--- config.mk ---
export PLATFORM = sky130hd
export DESIGN_NAME = axi_vga_timing_gen
export DESIGN_NICKNAME = d
export VERILOG_FILES = /design/src/rtl/axi_vga_pkg.sv /design/src/rtl/axi_vga_axis_counter.sv /design/src/rtl/axi_vga_timing_gen.sv
export SDC_FILE = /design/constraint.sdc
export NUM_CORES = 1
export LEC_CHECK = 0
export BUFFER_PORTS_ARGS = -buffer_cell sky130_fd_sc_hd__buf_2
export CORE_MARGIN = 1
export CORE_UTILIZATION = 51
export DETAILED_ROUTE_END_ITERATION = 10
export PLACE_DENSITY_LB_ADDON = 0.15
export REMOVE_ABC_BUFFERS = 1
export SYNTH_ARGS = -nofsm -noshare
export SYNTH_HDL_FRONTEND = slang
export SYNTH_SLANG_ARGS = --single-unit
--- constraint.sdc ---
create_clock -name clk_i -period 3.97 [get_ports clk_i]
set_input_delay 0.1985 -clock clk_i [delete_from_list [all_inputs] [get_ports clk_i]]
set_output_delay 0.1985 -clock clk_i [all_outputs]
set_load 0.02 [all_outputs]
--- src/rtl/axi_vga_pkg.sv ---
`default_nettype none
// ============================================================================
// Module   : axi_vga_pkg
// Brief    : Shared types and phase-sequencing helpers for the VGA timing generator.
// Revision : 1.0
// ============================================================================
package axi_vga_pkg;

    localparam int CNT_WIDTH = 12;

    typedef enum logic [1:0] {
        PH_VISIBLE = 2'd0,
        PH_FRONT   = 2'd1,
        PH_SYNC    = 2'd2,
        PH_BACK    = 2'd3
    } phase_e;

    typedef struct packed {
        logic [CNT_WIDTH-1:0] visible;
        logic [CNT_WIDTH-1:0] front;
        logic [CNT_WIDTH-1:0] sync;
        logic [CNT_WIDTH-1:0] back;
    } axis_cfg_t;

    typedef struct packed {
        axis_cfg_t h;
        axis_cfg_t v;
        logic      hsync_pol;
        logic      vsync_pol;
    } cfg_t;

    // Phase that follows `cur`, skipping any zero-length blanking phases.
    function automatic phase_e next_phase(input phase_e cur, input axis_cfg_t cfg);
        phase_e nxt;
        nxt = PH_VISIBLE;
        case (cur)
            PH_VISIBLE: nxt = (cfg.front != '0) ? PH_FRONT :
                              (cfg.sync  != '0) ? PH_SYNC  :
                              (cfg.back  != '0) ? PH_BACK  : PH_VISIBLE;
            PH_FRONT:   nxt = (cfg.sync  != '0) ? PH_SYNC  :
                              (cfg.back  != '0) ? PH_BACK  : PH_VISIBLE;
            PH_SYNC:    nxt = (cfg.back  != '0) ? PH_BACK  : PH_VISIBLE;
            default:    nxt = PH_VISIBLE;
        endcase
        return nxt;
    endfunction

    // Terminal count of a phase; a zero length is treated as one cycle.
    function automatic logic [CNT_WIDTH-1:0] phase_last(input phase_e ph, input axis_cfg_t cfg);
        logic [CNT_WIDTH-1:0] len;
        case (ph)
            PH_VISIBLE: len = cfg.visible;
            PH_FRONT:   len = cfg.front;
            PH_SYNC:    len = cfg.sync;
            default:    len = cfg.back;
        endcase
        return (len == '0) ? '0 : len - 1'b1;
    endfunction

endpackage
`default_nettype wire

--- src/rtl/axi_vga_axis_counter.sv ---
`default_nettype none
// ============================================================================
// Module   : axi_vga_axis_counter
// Brief    : One display axis: VISIBLE->FRONT->SYNC->BACK phase FSM with phase counter.
// Revision : 1.0
// ============================================================================
module axi_vga_axis_counter
    import axi_vga_pkg::*;
(
    input  logic      clk_i,
    input  logic      rst_ni,
    input  logic      i_clear,
    input  logic      i_step,
    input  axis_cfg_t i_cfg,
    output phase_e    o_phase,
    output logic      o_wrap
);

    phase_e               r_phase;
    logic [CNT_WIDTH-1:0] r_count;
    logic                 w_last;
    phase_e               w_next;

    assign w_last  = (r_count == phase_last(r_phase, i_cfg));
    assign w_next  = next_phase(r_phase, i_cfg);
    // Wrap marks the final cycle of the axis period, however many phases were skipped.
    assign o_wrap  = i_step & w_last & (w_next == PH_VISIBLE);
    assign o_phase = r_phase;

    always_ff @(posedge clk_i or negedge rst_ni) begin
        if (!rst_ni) begin
            r_phase <= PH_VISIBLE;
            r_count <= '0;
        end else if (i_clear) begin
            r_phase <= PH_VISIBLE;
            r_count <= '0;
        end else if (i_step) begin
            if (w_last) begin
                r_phase <= w_next;
                r_count <= '0;
            end else begin
                r_count <= r_count + 1'b1;
            end
        end
    end

endmodule
`default_nettype wire

--- src/rtl/axi_vga_timing_gen.sv ---
`default_nettype none
// ============================================================================
// Module   : axi_vga_timing_gen
// Brief    : VGA timing generator pulling RGB pixels from a valid/ready stream.
//            Optional colour-bar source under AXI_VGA_TEST_PATTERN_EN.
// Revision : 1.0
// ============================================================================
module axi_vga_timing_gen
    import axi_vga_pkg::*;
#(
    parameter int RED_WIDTH   = 5,
    parameter int GREEN_WIDTH = 6,
    parameter int BLUE_WIDTH  = 5
) (
    input  logic                   clk_i,
    input  logic                   rst_ni,
    input  logic                   enable_i,
    input  cfg_t                   timing_i,
    input  logic [RED_WIDTH-1:0]   red_i,
    input  logic [GREEN_WIDTH-1:0] green_i,
    input  logic [BLUE_WIDTH-1:0]  blue_i,
    input  logic                   valid_i,
`ifdef AXI_VGA_TEST_PATTERN_EN
    input  logic                   test_pattern_i,
`endif
    output logic                   ready_o,
    output logic [RED_WIDTH-1:0]   red_o,
    output logic [GREEN_WIDTH-1:0] green_o,
    output logic [BLUE_WIDTH-1:0]  blue_o,
    output logic                   hsync_o,
    output logic                   vsync_o,
    output logic                   de_o,
    output logic                   underflow_o
);

    localparam int PIX_WIDTH = RED_WIDTH + GREEN_WIDTH + BLUE_WIDTH;

    cfg_t                 r_cfg;
    phase_e               w_h_phase;
    phase_e               w_v_phase;
    logic                 w_h_wrap;
    logic                 w_v_wrap;
    logic                 w_visible;
    logic                 w_pattern;
    logic [PIX_WIDTH-1:0] w_pat_rgb;

    axi_vga_axis_counter u_h_axis (
        .clk_i   (clk_i),
        .rst_ni  (rst_ni),
        .i_clear (~enable_i),
        .i_step  (enable_i),
        .i_cfg   (r_cfg.h),
        .o_phase (w_h_phase),
        .o_wrap  (w_h_wrap)
    );

    axi_vga_axis_counter u_v_axis (
        .clk_i   (clk_i),
        .rst_ni  (rst_ni),
        .i_clear (~enable_i),
        .i_step  (enable_i & w_h_wrap),
        .i_cfg   (r_cfg.v),
        .o_phase (w_v_phase),
        .o_wrap  (w_v_wrap)
    );

`ifdef AXI_VGA_TEST_PATTERN_EN
    logic [CNT_WIDTH-1:0] r_hpix;
    logic [CNT_WIDTH-1:0] w_hvis;
    logic [CNT_WIDTH+2:0] w_bar_full;
    logic [2:0]           w_bar;

    assign w_pattern  = test_pattern_i;
    assign w_hvis     = (r_cfg.h.visible == '0) ? CNT_WIDTH'(1) : r_cfg.h.visible;
    assign w_bar_full = {r_hpix, 3'b000} / {3'b000, w_hvis};
    assign w_bar      = w_bar_full[2:0];
    assign w_pat_rgb  = {{RED_WIDTH{w_bar[2]}}, {GREEN_WIDTH{w_bar[1]}}, {BLUE_WIDTH{w_bar[0]}}};

    // Mirrors the H visible-phase count so the bar index needs no extra counter port.
    always_ff @(posedge clk_i or negedge rst_ni) begin
        if (!rst_ni) begin
            r_hpix <= '0;
        end else if (enable_i && (w_h_phase == PH_VISIBLE) && (r_hpix != w_hvis - 1'b1)) begin
            r_hpix <= r_hpix + 1'b1;
        end else begin
            r_hpix <= '0;
        end
    end
`else
    assign w_pattern = 1'b0;
    assign w_pat_rgb = '0;
`endif

    assign w_visible = (w_h_phase == PH_VISIBLE) && (w_v_phase == PH_VISIBLE);
    assign ready_o   = enable_i & w_visible & ~w_pattern;

    // Shadow timing only moves while idle or on the final cycle of a frame.
    always_ff @(posedge clk_i or negedge rst_ni) begin
        if (!rst_ni) begin
            r_cfg <= '0;
        end else if (!enable_i || w_v_wrap) begin
            r_cfg <= timing_i;
        end
    end

    always_ff @(posedge clk_i or negedge rst_ni) begin
        if (!rst_ni) begin
            {red_o, green_o, blue_o} <= '0;
            de_o        <= 1'b0;
            underflow_o <= 1'b0;
            hsync_o     <= 1'b0;
            vsync_o     <= 1'b0;
        end else if (!enable_i) begin
            {red_o, green_o, blue_o} <= '0;
            de_o        <= 1'b0;
            underflow_o <= 1'b0;
            hsync_o     <= ~timing_i.hsync_pol;
            vsync_o     <= ~timing_i.vsync_pol;
        end else begin
            hsync_o <= (w_h_phase == PH_SYNC) ? r_cfg.hsync_pol : ~r_cfg.hsync_pol;
            vsync_o <= (w_v_phase == PH_SYNC) ? r_cfg.vsync_pol : ~r_cfg.vsync_pol;
            de_o    <= w_visible;
            if (w_visible && w_pattern) begin
                {red_o, green_o, blue_o} <= w_pat_rgb;
            end else if (w_visible && valid_i) begin
                {red_o, green_o, blue_o} <= {red_i, green_i, blue_i};
            end else begin
                {red_o, green_o, blue_o} <= '0;
                if (w_visible) begin
                    underflow_o <= 1'b1;
                end
            end
        end
    end

endmodule
`default_nettype wire

# Word-level counts from Yosys, hierarchy flattened

Cells that the tools add are included.

Bits in registers: 146
Input port bits: 118
Output and inout bits: 21
Word-level logic and storage cells: 100

Add/sub/neg operators: 4
Eq/ne operators: 11
Muxes and demuxes: 36
Bitwise gates (word level): 10
Reduce and logical (&&, ||, !) cells: 18

Operator list:

| operator              | count |
|---|---|
| $mux 12               | 7 |
| $pmux 12 s3           | 2 |
| $reduce_bool 12->1    | 6 |
| $add 12x1->12 const B | 2 |
| $eq 12x12->1          | 2 |
| $logic_not 12->1      | 2 |
| $sub 12x1->12 const B | 2 |
| $mux 2                | 11 |
| $mux 5                | 4 |
| $mux 6                | 2 |
| $pmux 2 s3            | 2 |
| $logic_not 2->1       | 4 |
| $mux 1                | 8 |
| $ne 2x1->1 const B    | 4 |
| $and 1x1->1           | 6 |
| $eq 2x1->1 const B    | 2 |
| $eq 2x2->1 const B    | 2 |
| $not 1->1             | 4 |
| $reduce_and 2->1      | 2 |
| $logic_and 1x1->1     | 2 |
| $ne 2x2->1 const B    | 1 |
| $logic_not 1->1       | 1 |
| $logic_or 1x1->1      | 1 |

# Depth between registers and ports, before layout

Gate-level depths: netlist of run 1.

Word-level depth: 11
Gate-level depth with buffers: 16
Mapped depth without buffers: 12

# Cells and area by module

From an unflattened synthesis of run 1, not the netlist that was laid out.

Cells, all modules: 673
Area, all modules: 8135.3 um^2

Modules (own cells, without submodules):

| module                           | times used | cells each | area an instance (um^2) | seq. area each (um^2) |
|---|---|---|---|---|
| axi_vga_timing_gen               | 1          | 281        | 4541.9                  | 2952.8 |
| axi_vga_axis_counter at u_v_axis | 1          | 198        | 1805.5                  | 350.3 |
| axi_vga_axis_counter at u_h_axis | 1          | 194        | 1788.0                  | 350.3 |

# Worst setup path before layout of run 1

OpenSTA, ideal clock, no wires.

Path type: register -> register
From: register u_v_axis.r_phase[1], in the netlist u_v_axis.o_phase[1]
To: register r_cfg[76] (netlist name)
Setup time: 127 ps
Data arrival time: 4173 ps
Path slack: -331 ps
Stages on the path, launching flop included: 17
Path buffers: 4
Clock period less this slack: 4301 ps
Path through: dfrtp_1 clkbuf_1 clkbuf_1 mux4_2 inv_1 ha_1 inv_1 nor3_1 nand2_1 a31oi_1 nor2_1 or3_1 or4_1 o31ai_4 buf_6 buf_6 mux2_1

Longest elaborated chain between the ends: 8
Elaborated cells on any way between the ends: 13
Those cells by class: 1 x add/sub; 3 x eq/ne; 3 x mux; 2 x bitwise; 4 x reduce/logical

RTL lines:

| item                                              | RTL line                             | text |
|---|---|---|
| start: declaration                                | axi_vga_axis_counter.sv:19           | `phase_e r_phase;` |
| start signal: assignment                          | axi_vga_axis_counter.sv:39           | `r_phase <= w_next;` |
| $eq 2x2->1, or another cell as far along          | axi_vga_pkg.sv:36, axi_vga_pkg.sv:51 |  |
| $pmux 12 s3                                       | axi_vga_pkg.sv:51                    | `case (ph)` |
| $sub 12x1->12 or $logic_not 12->1 (tied branches) | axi_vga_pkg.sv:57                    | `return (len == '0) ? '0 : len - 1'b1;` |
| $mux 12                                           | axi_vga_pkg.sv:57                    |  |
| $eq 12x12->1                                      | axi_vga_axis_counter.sv:24           | `assign w_last = (r_count == phase_last(r_phase, i_cfg));` |
| $and 1x1->1                                       | axi_vga_axis_counter.sv:27           | `assign o_wrap = i_step & w_last & (w_next == PH_VISIBLE);` |
| $and 1x1->1 (*)                                   | axi_vga_axis_counter.sv:27           |  |
| $logic_or 1x1->1 (*)                              | axi_vga_timing_gen.sv:101            | `end else if (!enable_i \|\| w_v_wrap) begin` |
| end signal: assignment                            | axi_vga_timing_gen.sv:102            | `r_cfg <= timing_i;` |
| end: declaration                                  | axi_vga_timing_gen.sv:38             | `cfg_t r_cfg;` |

Mark *: on every way between the ends. The rest lies on a longest branch, timed or not.
A chain may end at the register's enable or synchronous reset.

# Final worst setup path of run 1

From: register u_v_axis.r_phase[0], in the netlist u_v_axis.o_phase[0]
To: register r_cfg[30] (netlist name)

The elaborated chain is that of the path after synthesis.

==> summary.txt, run 1 <==
Layout
  • Final std cells w/o fill: 1138
  • Post-route cell area: 0.0108 sq mm
  • Layout Nets: 1064
  • Layout cells sized above 1: 0.444
  • Layout area overhead: 38.7%

Yosys
  • Async set or reset register ratio after synthesis: 1.00
  • Synth Flop Type: dfrtp_1
  • Syn Inst Count: 661
  • Cell Area, Synth: 0.00781 sq mm
  • Warnings from Yosys: 0
  • Seq cells post-synth: 146
  • Mean post-synth cell area: 11.8 sq um
  • Synth cell types: 68
  • Seq/Total Area, Yosys: 0.468
  • Post-synth EDFFs: 0

Outcome
  • Failing checks: negative setup slack
  • Outcome: complete, but fails checks

Floorplan
  • Core Region: 0.0148 sq mm
  • FP Rows: 44
  • Die Area: 0.0158 sq mm
  • IO Pins: 139
  • Initial Util: 0.530
  • Die height: 126 um
  • Die Wd: 126 um

Hold path
  • Hold crit path type: input port to flop

Clock network
  • H-tree depth: 4
  • Clk Latency, worst-skew pair: 0.43 ns
  • Clk slew on worst S/H paths: 0.06 ns
  • CTS tree: done
  • # clock sinks: 146
  • Root buffer cell: clkbuf_16
  • Clk buf depth: 2
  • CTS Buf Count: 17

GRT
  • GRT Residual Overflow: 0
  • First-pass GRT wire length: 35500 um
  • Initial antenna violation count: 1
  • Total GRT Usage: 0.291
  • Largest net degree at the start of global routing: 89
  • Vias in the first global route: 6987

Worst setup path
  • Worst setup SP type: flop
  • Critical Path RT: 4.28 ns
  • Worst-path maximum fanout: 13
  • Worst Path Class, Setup: flop to flop
  • CP Capture Type: flop
  • CP arrival: 4.43 ns

Placed design
  • Placed insts: 1047
  • Placed cell area: 0.00934 sq mm
  • DPL Wire Length: 15400 um
  • Post-placement setup slack: -0.330 ns
  • Port Buffers: 138
  • Routability cong.: 0.977

Routing
  • Pre-Repair DR Iteration Count: 8
  • Wire per inst: 20.1 um
  • Total number of vias: 6672
  • Drt first-iter violations: 464
  • Drt drc: 0
  • Post-route antenna net violation count: 0
  • Vias/cell: 5.86
  • Drt total wl: 22800 um

Timing
  • Unrepaired setup endpoints after global routing: true
  • Final period utilization: 1.04
  • Final Hold Viols: 0
  • Slew HR: 0.437
  • Setup WS post-layout: -0.145 ns
  • Clk_skew: 0.0114 ns
  • Highest clock rate: 243 MHz
  • Worst Tran Pin Value: 0.844 ns
  • Fin Hold WS: 0.000881 ns
  • Slew Viols, Final: 0
  • Clock period minus final worst setup slack: 4.11 ns
  • Final setup fails: 98

Pwr
  • Total Power: 4.15 mW
  • Leakage power: 4.91 nW
  • VDD IR max: 0.000388 V
  • Pwr dens: 383 mW/mm^2

Run
  • Max-Cap Viols: 0
==> per-layer routing <==
layer  GRT usage  vias to the layer above  share of wire
li1            -                     3049              -
met1       0.383                     3304           0.42
met2       0.476                      271           0.49
met3      0.0603                       48          0.066
met4       0.110                        0          0.027
met5           0                        -              0
==> cell families after synthesis <==
group,share of synthesized area
DFF,0.468
adders and majority gates,0.00961
buffers and inverters,0.0328
and+or+nand+nor,0.150
muxes,0.222
AOI/OAI and AO/OA,0.0809
xor gates and xnor gates,0.0370
==> final timing paths <==
check                               startpoint                   to  cells past startpoint  slack [ns]
max in group asynchronous               rst_ni  u_h_axis.r_count[4]                      3        2.64
min                               timing_i[39]            r_cfg[39]                      2      0.0009
min reg2reg                          r_cfg[96]            r_cfg[96]                      1        0.51
max                        u_v_axis.o_phase[0]            r_cfg[30]                     12       -0.14
min in group asynchronous               rst_ni            r_cfg[86]                      2        0.39
max reg2reg                u_v_axis.o_phase[0]            r_cfg[30]                     12       -0.14
==> state kept, by name, indices dropped and copies added (netlist names), 2 cells and up <==
register,flops
blue_o,5
green_o,6
r_cfg,98
red_o,5
u_h_axis.o_phase,2
u_h_axis.r_count,12
u_v_axis.o_phase,2
u_v_axis.r_count,12
==> metrics by stage <==
stage	TNS, ns	util
finish	-9.20	0.735
CTS	-1.39	0.718
global placement	-20.91	0.633
global route	-23.64	0.735
floorplan	-246.48	-
detailed placement	-28.28	0.633
==> cells in the mapped netlist (all sizes together) (4+ instances only) <==
cell | instances | area share
xor2 | 11 | 0.012
nand3 | 31 | 0.020
and2 | 6 | 0.0048
a31oi | 13 | 0.010
mux2i | 8 | 0.010
o22ai | 4 | 0.0032
a22o | 7 | 0.0078
mux2 | 99 | 0.14
o21ai | 12 | 0.0077
nor4 | 24 | 0.024
nand2b | 13 | 0.010
inv | 18 | 0.0086
nor3 | 13 | 0.0098
nand2 | 21 | 0.010
xnor2 | 22 | 0.025
a21oi | 10 | 0.0064
clkbuf | 20 | 0.0096
or4 | 5 | 0.0053
ha | 6 | 0.0096
mux4 | 24 | 0.069
o31ai | 5 | 0.0066
and3 | 24 | 0.019
dfrtp | 146 | 0.47
buf | 14 | 0.015
nor2 | 42 | 0.020
nor2b | 5 | 0.0040
or3 | 4 | 0.0032
==> cells in the final DEF (no fill, tap or decap), types with 24 or more instances in the layout <==
cell / instances
and3_1: 24
buf_2: 137
buf_4: 94
dfrtp_1: 144
dlygate4sd3_1: 48
mux2_2: 60
mux2_4: 29
mux4_2: 24
nand3_1: 30
nor2_1: 42
==> power breakdown <==
group,total (mW),switching (mW),internal [mW]
combinational,0.745,0.335,0.410
clock,1.69,0.733,0.961
sequential,1.71,0.107,1.60
==> cell type report <==
type	count	area, sq um
flip-flops and latches	146	3660
diodes	1	2.50
clock buffers	17	425
inverters	18	67.6
repair buffers	294	2130
fillers	1000	3920
multi-input cells	463	4140
well taps	184	230
clock inverters	15	193
==> worst max-delay path: stages (launching register included) <==
cell and delay (ns):
dfrtp_2 0.50, mux4_2 0.55, or4_4 0.59, buf_6 0.14, o31a_1 0.30, a41oi_2 0.19
xnor2_1 0.16, nand3_1 0.11, or4_4 0.45, o31ai_4 0.25, buf_6 0.22, clkbuf_16 0.20
mux2_2 0.34
==> repair_timing <==
item,4_1_cts,5_1_grt
hold buffers,45,3
pin swaps,2,7
setup buffers,5,2
endpoints found under the setup margin,98,98
hold endpoints to repair,130,3
gates resized for setup,24,36
gates cloned,1,2
(Power assumes the default switching activity.)
==> run 2: changes to the inputs <==
clock period = 3.6 ns   (was 3.97 ns; I/O delays follow)
==> run 2 against run 1 <==
Net effect: the run ends with negative hold slack, negative setup slack left; sequential power is 9.9% higher; die area stayed put; clock power is 11% higher; critical path depth is 2 higher; global-route usage is 4.3 points higher; register-to-register slack worse by 0.46 ns; first-iteration DRC count is 48% higher; cell count is 12% higher; clock skew is 0.0042 ns higher; critical endpoint is now r_cfg[16]; largest cell class unchanged; highest routed layer unchanged.
==> summary.txt, run 2 (synthesized netlist as in run 1, its figures left out) <==
Worst setup path
  • Crit path buf inv count: 5 (was 3)
  • CP arrival: 4.51 ns (was 4.43 ns)
  • Worst setup SP type: flop (unchanged)
  • Crit path depth: 14 (was 12)
  • Crit-path slowest cell: mux4_2 (was or4_4)
  • Worst Path Class, Setup: flop to flop (unchanged)
  • Critical Path RT: 3.91 ns (was 4.28 ns)
  • Worst-path maximum fanout: 8 (was 13)
  • CP Cell Sequence: buf_6, mux4_2, buf_4, buf_4, nand2b_1, o31a_1, a41oi_1, xnor2_1, nand3_1, or4_4, o31ai_4, buf_6, buf_12, mux2_2 (was mux4_2, or4_4, buf_6, o31a_1, a41oi_2, xnor2_1, nand3_1, or4_4, o31ai_4, buf_6, clkbuf_16, mux2_2)
  • R2R depth: 14 (was 12)
  • Delay-heaviest family, CP: multiplexers (was simple AND/OR/NAND/NOR gates)
  • Largest stage delay, worst path: 0.58 ns (was 0.59 ns)
  • CP Capture Type: flop (unchanged)

Timing
  • Setup WS post-layout: -0.603 ns (was -0.145 ns)
  • Fin Hold WS: -0.00320 ns (was 0.000881 ns)
  • Slew Viols, Final: 0 (unchanged)
  • Slew HR: 0.432 (was 0.437)
  • Final period utilization: 1.17 (was 1.04)
  • Clk_skew: 0.0155 ns (was 0.0114 ns)
  • Clock period minus final worst setup slack: 4.20 ns (was 4.11 ns)
  • Final setup fails: 124 (was 98)
  • Highest clock rate: 238 MHz (was 243 MHz)
  • Unrepaired setup endpoints after global routing: true (unchanged)
  • Worst Tran Pin Value: 0.852 ns (was 0.844 ns)
  • Final Hold Viols: 1 (was 0)

Pwr
  • Power Internal: 3.44 mW (was 2.98 mW)
  • VDD IR max: 0.000578 V (was 0.000388 V)
  • Comb pwr share: 0.220 (was 0.180)
  • Pwr dens: 392 mW/mm^2 (was 383 mW/mm^2)
  • Clock network fraction of design power: 0.390 (was 0.408)
  • P_sw: 1.39 mW (was 1.17 mW)
  • Leakage power: 5.53 nW (was 4.91 nW)
  • Sequential cell fraction of total power: 0.390 (was 0.412)
  • Switching Share: 0.287 (was 0.283)

Floorplan
  • Die height: 126 um (unchanged)
  • IO Pins: 139 (unchanged)
  • Core Region: 0.0148 sq mm (unchanged)
  • Die Wd: 126 um (unchanged)
  • Initial Util: 0.530 (unchanged)
  • Die Area: 0.0158 sq mm (unchanged)
  • FP Rows: 44 (unchanged)

Routing
  • Drt total wl: 29200 um (was 22800 um)
  • Drt first-iter violations: 685 (was 464)
  • Wire per inst: 23.0 um (was 20.1 um)
  • Total number of vias: 7772 (was 6672)
  • Vias/cell: 6.11 (was 5.86)
  • Pre-Repair DR Iteration Count: 5 (was 8)
  • Post-route antenna net violation count: 0 (unchanged)
  • Drt drc: 0 (unchanged)

Placed design
  • Port Buffers: 138 (unchanged)
  • Placed cell area: 0.00979 sq mm (was 0.00934 sq mm)
  • Routability cong.: 0.954 (was 0.977)
  • DPL Wire Length: 15900 um (was 15400 um)

Outcome
  • Failing checks: negative hold slack, negative setup slack (was negative setup slack)
  • Outcome: complete, but fails checks (unchanged)

Hold path
  • Hold crit path type: input port to flop (unchanged)
  • Hold Crit Depth: 2 (unchanged)

Layout
  • Commonest non-fill, non-tap cells in the layout: 147 x buf_4, 144 x dfrtp_1, 137 x buf_2 (was 144 x dfrtp_1, 137 x buf_2, 94 x buf_4)
  • Layout Nets: 1197 (was 1064)
  • Register bank with the most flops: r_cfg (unchanged)
  • Number of flip-flops in the largest register: 98 (unchanged)
  • Layout area overhead: 57.6% (was 38.7%)
  • Layout cells sized above 1: 0.487 (was 0.444)
  • Commonest non-fill, non-tap cell in the layout: buf_4 (was dfrtp_1)
  • Top flop regs: r_cfg x98, u_h_axis.r_count x12, u_v_axis.r_count x12 (unchanged)
  • Post-route cell area: 0.0123 sq mm (was 0.0108 sq mm)

Clock network
  • H-tree depth: 4 (unchanged)
  • Clk Latency, worst-skew pair: 0.43 ns (about the same)
  • CTS Buf Count: 17 (unchanged)
  • CTS tree: done (unchanged)
  • Clk slew on worst S/H paths: 0.07 ns (was 0.06 ns)
  • Clk buf depth: 2 (unchanged)
  • # clock sinks: 146 (unchanged)
  • Root buffer cell: clkbuf_16 (unchanged)

GRT
  • First-pass GRT wire length: 40500 um (was 35500 um)
  • GRT Residual Overflow: 0 (unchanged)
  • Initial antenna violation count: 1 (unchanged)
  • Total GRT Usage: 0.334 (was 0.291)
  • Largest net degree at the start of global routing: 91 (was 89)
  • Vias in the first global route: 7811 (was 6987)

Run
  • Max-Cap Viols: 0 (unchanged)
==> run 2: changes by cell type in the layout (fill, tap and decap cells not counted), sizes merged <==
cell,change
buf,+72
clkbuf,+6
clkinv,-2
dlygate4sd3,+57
==> run 2: cell type report <==
cell class                      instances  area, sq um
Antenna cell                            1         2.50
Fill cell                             712         2440
Clock inverter                         13          161
Clock buffer                           19          453
Sequential cell                       146         3660
Tap cell                              184          230
Inverter                               18         67.6
Timing Repair Buffer                  427         3440
Multi-Input combinational cell        463         4300
==> run 2: metal layers <==
metal / track usage / share of wire / wire length, um
met2: 0.571 / 0.50 / 14500
met3: 0.0667 / 0.086 / 2520
met1: 0.416 / 0.37 / 10800
met4: 0.137 / 0.048 / 1400
met5: 0 / 0 / 0
==> run 2: worst reg2reg max path, delay by kind of cell, from the launching register on <==
family | cells | cell delay, ns
multiplexers | 2 | 0.94
XOR/XNOR | 1 | 0.20
buffers and inverters | 5 | 0.89
AO/OA/AOI/OAI | 3 | 0.82
AND/OR/NAND/NOR | 3 | 0.75
flip-flops | 1 | 0.50
==> run 2: path summary, 6_finish.rpt <==
path | endpoint | startpoint | slack, ns
setup reg to reg | r_cfg[16] | u_v_axis.o_phase[0] | -0.60
max in group asynchronous | u_v_axis.o_phase[0] | rst_ni | 2.36
hold reg to reg | r_cfg[95] | r_cfg[95] | 0.49
hold / removal | r_cfg[88] | timing_i[88] | -0.003
min in group asynchronous | u_h_axis.r_count[4] | rst_ni | 0.38
setup / recovery | r_cfg[16] | u_v_axis.o_phase[0] | -0.60
==> run 2: timing repair <==
item	in CTS	in global routing
cloned	0	8
setup endpoints to repair	126	126
gates resized for setup	23	90
endpoints found under the hold margin	192	1
pin swaps	6	28
hold buffers	104	1
buffers inserted	9	17
==> run 2: power groups by stage <==
stage               Sequential, mW  Clock, mW  Combinational [mW]
finish                        1.88       1.88                1.06
global route                  1.89       1.96                1.12
global placement              1.88          0               0.773
detailed placement            1.89          0               0.799
CTS                           1.86       1.88               0.911
floorplan                     1.88          0               0.374
==> run 2: stage by stage <==
stage	utilization	power [mW]	cells	setup slack (ns)	setup TNS, ns
final	0.834	4.83	1271	-0.603	-56.64
after global routing	0.834	4.97	1271	-0.721	-72.43
after CTS	0.788	4.65	1245	-0.479	-43.25
after detailed placement	0.664	2.69	1100	-0.793	-78.62
after global placement	0.664	2.65	1100	-0.685	-66.51
after floorplan	-	2.25	627	-2.86	-290.30
